--- src/rtl/serial_alu_seq_if.sv ---
// Operand/result bus between the CPU control unit and the bit-serial ALU.
interface serial_alu_seq_if #(
    parameter int unsigned WIDTH = 4
);
    logic             start_i;
    logic             op_sub_i;
    logic [WIDTH-1:0] a_i;
    logic [WIDTH-1:0] b_i;
    logic [WIDTH-1:0] result_o;
    logic             carry_o;
    logic             overflow_o;
    logic             zero_o;
    logic             busy_o;
    logic             done_o;

    // Control unit side: issues operations, consumes results.
    modport master (
        output start_i, op_sub_i, a_i, b_i,
        input  result_o, carry_o, overflow_o, zero_o, busy_o, done_o
    );

    // ALU side.
    modport slave (
        input  start_i, op_sub_i, a_i, b_i,
        output result_o, carry_o, overflow_o, zero_o, busy_o, done_o
    );
endinterface

--- src/rtl/serial_alu_seq.sv ---
// Bit-serial add/subtract sequencer: one full-adder cell, LSB first, carry held in a flop.
// Subtraction is A + ~B + 1, with the +1 preloaded as the initial carry.

// Single-bit full adder cell shared by every bit position.
module full_adder (
    input  logic a_i,
    input  logic b_i,
    input  logic c_i,
    output logic s_o,
    output logic c_o
);
    assign s_o = a_i ^ b_i ^ c_i;
    assign c_o = (a_i & b_i) | (c_i & (a_i ^ b_i));
endmodule

module serial_alu_seq #(
    parameter int unsigned WIDTH = 4
) (
    input  logic                 clk_i,
    input  logic                 rst_i,
    serial_alu_seq_if.slave      bus_io
);
    localparam int unsigned CntW = $clog2(WIDTH) + 1;
    localparam logic [CntW-1:0] LastCnt = CntW'(WIDTH - 1);

    localparam logic [1:0] StIdle = 2'd0;
    localparam logic [1:0] StRun  = 2'd1;
    localparam logic [1:0] StDone = 2'd2;

    logic [1:0]       state_q, state_d;
    logic [WIDTH-1:0] a_sr_q, a_sr_d;
    logic [WIDTH-1:0] b_sr_q, b_sr_d;
    logic [WIDTH-1:0] res_sr_q, res_sr_d;
    logic             cy_q, cy_d;
    logic [CntW-1:0]  cnt_q, cnt_d;
    logic [WIDTH-1:0] result_q, result_d;
    logic             carry_q, carry_d;
    logic             ovf_q, ovf_d;
    logic             zero_q, zero_d;

    logic             fa_sum;
    logic             fa_cout;
    logic [WIDTH-1:0] res_next;

    full_adder u_fa (
        .a_i (a_sr_q[0]),
        .b_i (b_sr_q[0]),
        .c_i (cy_q),
        .s_o (fa_sum),
        .c_o (fa_cout)
    );

    // Partial result after this bit: new sum bit enters at the MSB.
    assign res_next = {fa_sum, res_sr_q[WIDTH-1:1]};

    // Next-state: operand load on accepted start, one bit per cycle in RUN.
    always_comb begin
        state_d  = state_q;
        a_sr_d   = a_sr_q;
        b_sr_d   = b_sr_q;
        res_sr_d = res_sr_q;
        cy_d     = cy_q;
        cnt_d    = cnt_q;
        result_d = result_q;
        carry_d  = carry_q;
        ovf_d    = ovf_q;
        zero_d   = zero_q;

        case (state_q)
            StIdle, StDone: begin
                if (bus_io.start_i) begin
                    a_sr_d  = bus_io.a_i;
                    b_sr_d  = bus_io.op_sub_i ? ~bus_io.b_i : bus_io.b_i;
                    cy_d    = bus_io.op_sub_i;
                    cnt_d   = '0;
                    state_d = StRun;
                end else begin
                    state_d = StIdle;
                end
            end
            StRun: begin
                a_sr_d   = {1'b0, a_sr_q[WIDTH-1:1]};
                b_sr_d   = {1'b0, b_sr_q[WIDTH-1:1]};
                res_sr_d = res_next;
                cy_d     = fa_cout;
                cnt_d    = cnt_q + CntW'(1);
                if (cnt_q == LastCnt) begin
                    // Signed overflow: carry into MSB differs from carry out of it.
                    ovf_d    = cy_q ^ fa_cout;
                    carry_d  = fa_cout;
                    result_d = res_next;
                    zero_d   = (res_next == '0);
                    state_d  = StDone;
                end
            end
            default: state_d = StIdle;
        endcase
    end

    // State registers with synchronous reset taking priority.
    always_ff @(posedge clk_i) begin
        if (rst_i) begin
            state_q  <= StIdle;
            a_sr_q   <= '0;
            b_sr_q   <= '0;
            res_sr_q <= '0;
            cy_q     <= 1'b0;
            cnt_q    <= '0;
            result_q <= '0;
            carry_q  <= 1'b0;
            ovf_q    <= 1'b0;
            zero_q   <= 1'b0;
        end else begin
            state_q  <= state_d;
            a_sr_q   <= a_sr_d;
            b_sr_q   <= b_sr_d;
            res_sr_q <= res_sr_d;
            cy_q     <= cy_d;
            cnt_q    <= cnt_d;
            result_q <= result_d;
            carry_q  <= carry_d;
            ovf_q    <= ovf_d;
            zero_q   <= zero_d;
        end
    end

    assign bus_io.result_o   = result_q;
    assign bus_io.carry_o    = carry_q;
    assign bus_io.overflow_o = ovf_q;
    assign bus_io.zero_o     = zero_q;
    assign bus_io.busy_o     = (state_q == StRun);
    assign bus_io.done_o     = (state_q == StDone);
endmodule

--- src/flat_wrapper.sv ---
// flat-port wrapper written by rule: the top's interface ports become plain ports
module serial_alu_seq_flat 
#(
    parameter int unsigned WIDTH = 4
)
  (clk_i, rst_i, bus_io_start_i, bus_io_op_sub_i, bus_io_a_i, bus_io_b_i, bus_io_result_o, bus_io_carry_o, bus_io_overflow_o, bus_io_zero_o, bus_io_busy_o, bus_io_done_o);
  serial_alu_seq_if #(.WIDTH(WIDTH)) bus_io_i ();
  input  logic clk_i;
  input  logic rst_i;
  input wire logic [$bits(bus_io_i.start_i)-1:0] bus_io_start_i;
  input wire logic [$bits(bus_io_i.op_sub_i)-1:0] bus_io_op_sub_i;
  input wire logic [$bits(bus_io_i.a_i)-1:0] bus_io_a_i;
  input wire logic [$bits(bus_io_i.b_i)-1:0] bus_io_b_i;
  output wire logic [$bits(bus_io_i.result_o)-1:0] bus_io_result_o;
  output wire logic [$bits(bus_io_i.carry_o)-1:0] bus_io_carry_o;
  output wire logic [$bits(bus_io_i.overflow_o)-1:0] bus_io_overflow_o;
  output wire logic [$bits(bus_io_i.zero_o)-1:0] bus_io_zero_o;
  output wire logic [$bits(bus_io_i.busy_o)-1:0] bus_io_busy_o;
  output wire logic [$bits(bus_io_i.done_o)-1:0] bus_io_done_o;
  assign bus_io_i.start_i = bus_io_start_i;
  assign bus_io_i.op_sub_i = bus_io_op_sub_i;
  assign bus_io_i.a_i = bus_io_a_i;
  assign bus_io_i.b_i = bus_io_b_i;
  assign bus_io_result_o = bus_io_i.result_o;
  assign bus_io_carry_o = bus_io_i.carry_o;
  assign bus_io_overflow_o = bus_io_i.overflow_o;
  assign bus_io_zero_o = bus_io_i.zero_o;
  assign bus_io_busy_o = bus_io_i.busy_o;
  assign bus_io_done_o = bus_io_i.done_o;
  serial_alu_seq #(.WIDTH(WIDTH)) u_core (.clk_i(clk_i), .rst_i(rst_i), .bus_io(bus_io_i));
endmodule
--- config.mk ---
export PLATFORM = sky130hd
export DESIGN_NAME = serial_alu_seq_flat
export DESIGN_NICKNAME = d
export VERILOG_FILES = /design/src/rtl/serial_alu_seq_if.sv /design/src/rtl/serial_alu_seq.sv /design/src/flat_wrapper.sv
export SDC_FILE = /design/constraint.sdc
export NUM_CORES = 1
export LEC_CHECK = 0
export CAP_MARGIN = 10
export CORE_MARGIN = 1
export CORE_UTILIZATION = 45
export DETAILED_ROUTE_END_ITERATION = 6
export HOLD_SLACK_MARGIN = 0.08
export MAX_ROUTING_LAYER = met4
export PLACE_DENSITY = 0.72
export SKIP_LAST_GASP = 1
export SYNTH_ARGS = -nofsm -noshare
export SYNTH_HDL_FRONTEND = slang
export SYNTH_HIERARCHICAL = 1
export SYNTH_SLANG_ARGS = --single-unit
--- constraint.sdc ---
create_clock -name clk_i -period 2.11 [get_ports clk_i]
set_input_delay 0.3165 -clock clk_i [delete_from_list [all_inputs] [get_ports clk_i]]
set_output_delay 0.3165 -clock clk_i [all_outputs]
set_load 0.1 [all_outputs]
==> flow_summary.yaml <==
grt:
  grt_usage_pct: 17.1
  overflow: 0
  grt_pass1_wl_um: 3110
  grt_max_degree: 25
  antenna_found_initial: 0
  grt_pass1_vias: 738
sta:
  worstMarginPinSlew_ns: 0.493
  setup_viol: 0
  rsz0062_at_grt: "false"
  fin_setup_tns_ns: 0
  post-route-min-period_ns: 1.55
  period_share_pct: 73.3
  timing.final.hold_violations: 0
  maxSlewViolCount: 0
  slew_headroom_pct: 67.1
  finalClockSkew_ns: 0.0126
  clock.fmax_mhz: 646
pwr:
  p_leak_nw: 0.504
  finalPower_w: 0.000855
  ir_drop_mv: 0.547
  p_per_area_mw_per_mm2: 688
hold_path:
  hold_path_end: "u_core/bus_io.overflow_o$_SDFFE_PP0P_"
  hold_start: "u_core/bus_io.overflow_o$_SDFFE_PP0P_"
  hold_depth: 2
  min_path_type: "flip-flop to flip-flop"
clock_network:
  clk_pin_slew_ns: 0.12
  cts_tree: "yes"
  clkLatencyLatePin_ns: 0.32
  postCtsHoldBufs: 0
  cts_buffers: 3
  cts_resized: 0
  cts_buffer_depth: 2
  post_cts_buffers: 0
  cts_sinks: 24
  h-tree-depth: 1
  clock-root-buffer: "clkbuf_4"
critical_path:
  worstRegToRegCells: 4
  cp-end-kind: "output pin"
  cp_max_fo: 17
  required_ns: 1.79
  rrSetupSlack_ns: 0.62
  r2r-start: "u_core/a_sr_q[0]$_SDFFE_PP0P_"
  startpoint_type: "flip-flop"
  r2r_end: "u_core/bus_io.zero_o$_SDFFE_PP0P_"
  path_class: "flip-flop to output pin"
  crit_arrival_ns: 1.23
final_layout:
  fin_nets: 147
  seq_area_um2: 480
  postLayoutCellArea_mm2: 0.00124
  drive_gt1_share_pct: 12.2
  n_antenna_cell: 0
  area_delta_synth_final_pct: 21.8
  n_fill_cell: 187
  multiInputGateArea_um2: 474
  finalNonFillerCells: 158
  fin_util_pct: 60.8
placement:
  port_buffers: 20
  placed_cells: 154
  gp_congestion: 0.739
  postPlaceCellArea_mm2: 0.00121
  hpwl_um: 1280
synthesis:
  synthCells: 113
  synth.avg_cell_area_um2: 9.02
  syn_area_mm2: 0.00102
  synth_nets: 128
  synth_top_cell_by_area: "dfxtp_1"
  yosysTopAreaCellShare_pct: 47.1
  ys_seq_elements: 24
  yosys-top-cells-area: "dfxtp_1 47%, a21oi_1 8.8%, nand3_1 7.4%"
  synth-seq-area-share_pct: 47.1
  ys_types: 23
  synth_warnings: 6
floorplan:
  std_cell_rows: 16
  die_x_um: 49.6
  io_pins: 21
  coreArea_mm2: 0.00204
  dieArea_mm2: 0.00246
  fp.dieH_um: 49.6
  initial_core_util_pct: 49.9
routing:
  post_drt_wl_per_cell_um: 11.9
  totalWireLength_um: 1880
  dr.pass1.iters: 5
  routed-wl-met3_um: 101
  met1Wirelength_um: 838
  vias: 823
  wl_met2_um: 925
  drc: 0
  drt-initial-drc-count: 6
  ant_nets: 0
  highest_layer: "met4"
  routed_via_density: 5.21
run_status:
  status: "finished clean"
flow_run:
  drv_cap: 0
kinds of logic after synthesis:
group	Yosys count	share of synthesized area, %
AOI/OAI and AO/OA	26	14.7
xor gates and xnor gates	5	4.29
adders and majority gates	3	4.42
buffers and inverters	10	6.38
DFF	24	47.1
muxes	4	3.93
and+or+nand+nor	41	19.1
metal layers:
metal | GRT usage [%] | vias to the layer above
met3 | 6.48 | 2
met1 | 18.6 | 373
met4 | 4.29 | 0
met2 | 29.1 | 23
met5 | - | -
li1 | - | 425
sequential cells by signal (all words and copies together), names as in the netlist:
signal,cells
u_core/b_sr_q,4
u_core/cnt_q,3
u_core/cy_q,1
u_core/a_sr_q,4
u_core/state_q,2
u_core/bus_io.result_o,4
u_core/bus_io.carry_o,1
u_core/bus_io.overflow_o,1
u_core/bus_io.zero_o,1
u_core/res_sr_q,3
Yosys cell counts:
| cell type | n |
|---|---|
| clkbuf_1 | 2 |
| inv_1 | 1 |
| fa_1 | 1 |
| xor2_1 | 5 |
| and2b_1 | 1 |
| dfxtp_1 | 24 |
| ha_1 | 2 |
| nand3_1 | 15 |
| nand2b_1 | 4 |
| clkbuf_2 | 1 |
| o21a_1 | 1 |
| buf_2 | 2 |
| nor4_1 | 1 |
| a21oi_1 | 18 |
| mux2i_1 | 4 |
| nor2b_1 | 1 |
| a22oi_1 | 7 |
| nor2_1 | 6 |
| buf_8 | 1 |
| nand3b_1 | 1 |
| nand2_1 | 12 |
| buf_4 | 2 |
| inv_6 | 1 |
worst max path at each step:
stage,start,endpoint,cells after the start,slack (ns)
final,u_core/state_q[0]$_SDFFE_PP0P_,bus_io_busy_o,3,0.56
after global routing,u_core/state_q[0]$_SDFFE_PP0P_,bus_io_busy_o,3,0.47
after CTS,u_core/state_q[0]$_SDFFE_PP0P_,bus_io_busy_o,3,0.56
after detailed placement,bus_io_start_i,u_core/a_sr_q[3]$_SDFFE_PP0P_,4,0.59
after global placement,bus_io_start_i,u_core/state_q[0]$_SDFFE_PP0P_,4,0.65
after floorplan,u_core/state_q[1]$_SDFFE_PP0P_,bus_io_done_o,1,0.13
area by class of cell:
cell class / instances / share of cell area (%)
clock buffers: 4 / 2.92
inverters: 2 / 1.01
multi-input cells: 79 / 38.2
flip-flops and latches: 24 / 38.7
well taps: 27 / 2.72
repair buffers: 22 / 16.5
worst max-delay path: stages (launching register included):
cell and delay (ns):
dfxtp_1 0.41, nand2b_1 0.15, inv_6 0.17, buf_12 0.19
power breakdown:
part	internal, W	switching (W)	leakage (nW)
clock	0.000105	0.000135	0.0210
combinational	0.0000568	0.0000732	0.287
sequential	0.000472	0.0000131	0.195
cells in the final DEF (no fill, tap or decap), drive strengths merged:
cell / count
clkbuf: 4
nor2: 6
xor2: 5
fa: 1
nand3: 15
and2b: 1
a22oi: 7
nand3b: 1
dfxtp: 24
ha: 2
nor2b: 1
mux2i: 4
nand2: 12
nand2b: 4
buf: 11
inv: 2
a21oi: 18
o21a: 1
nor4: 1
clkdlybuf4s50: 11
through the flow:
step | worst slack [ns] | hold WS (ns)
3_5_place_dp | 0.590 | 0.461
3_3_place_gp | 0.650 | 0.442
4_1_cts | 0.557 | 0.479
5_1_grt | 0.470 | 0.498
2_1_floorplan | 0.129 | 0.386
6_report | 0.563 | 0.469
No activity file was read; power rests on OpenSTA's default activity.
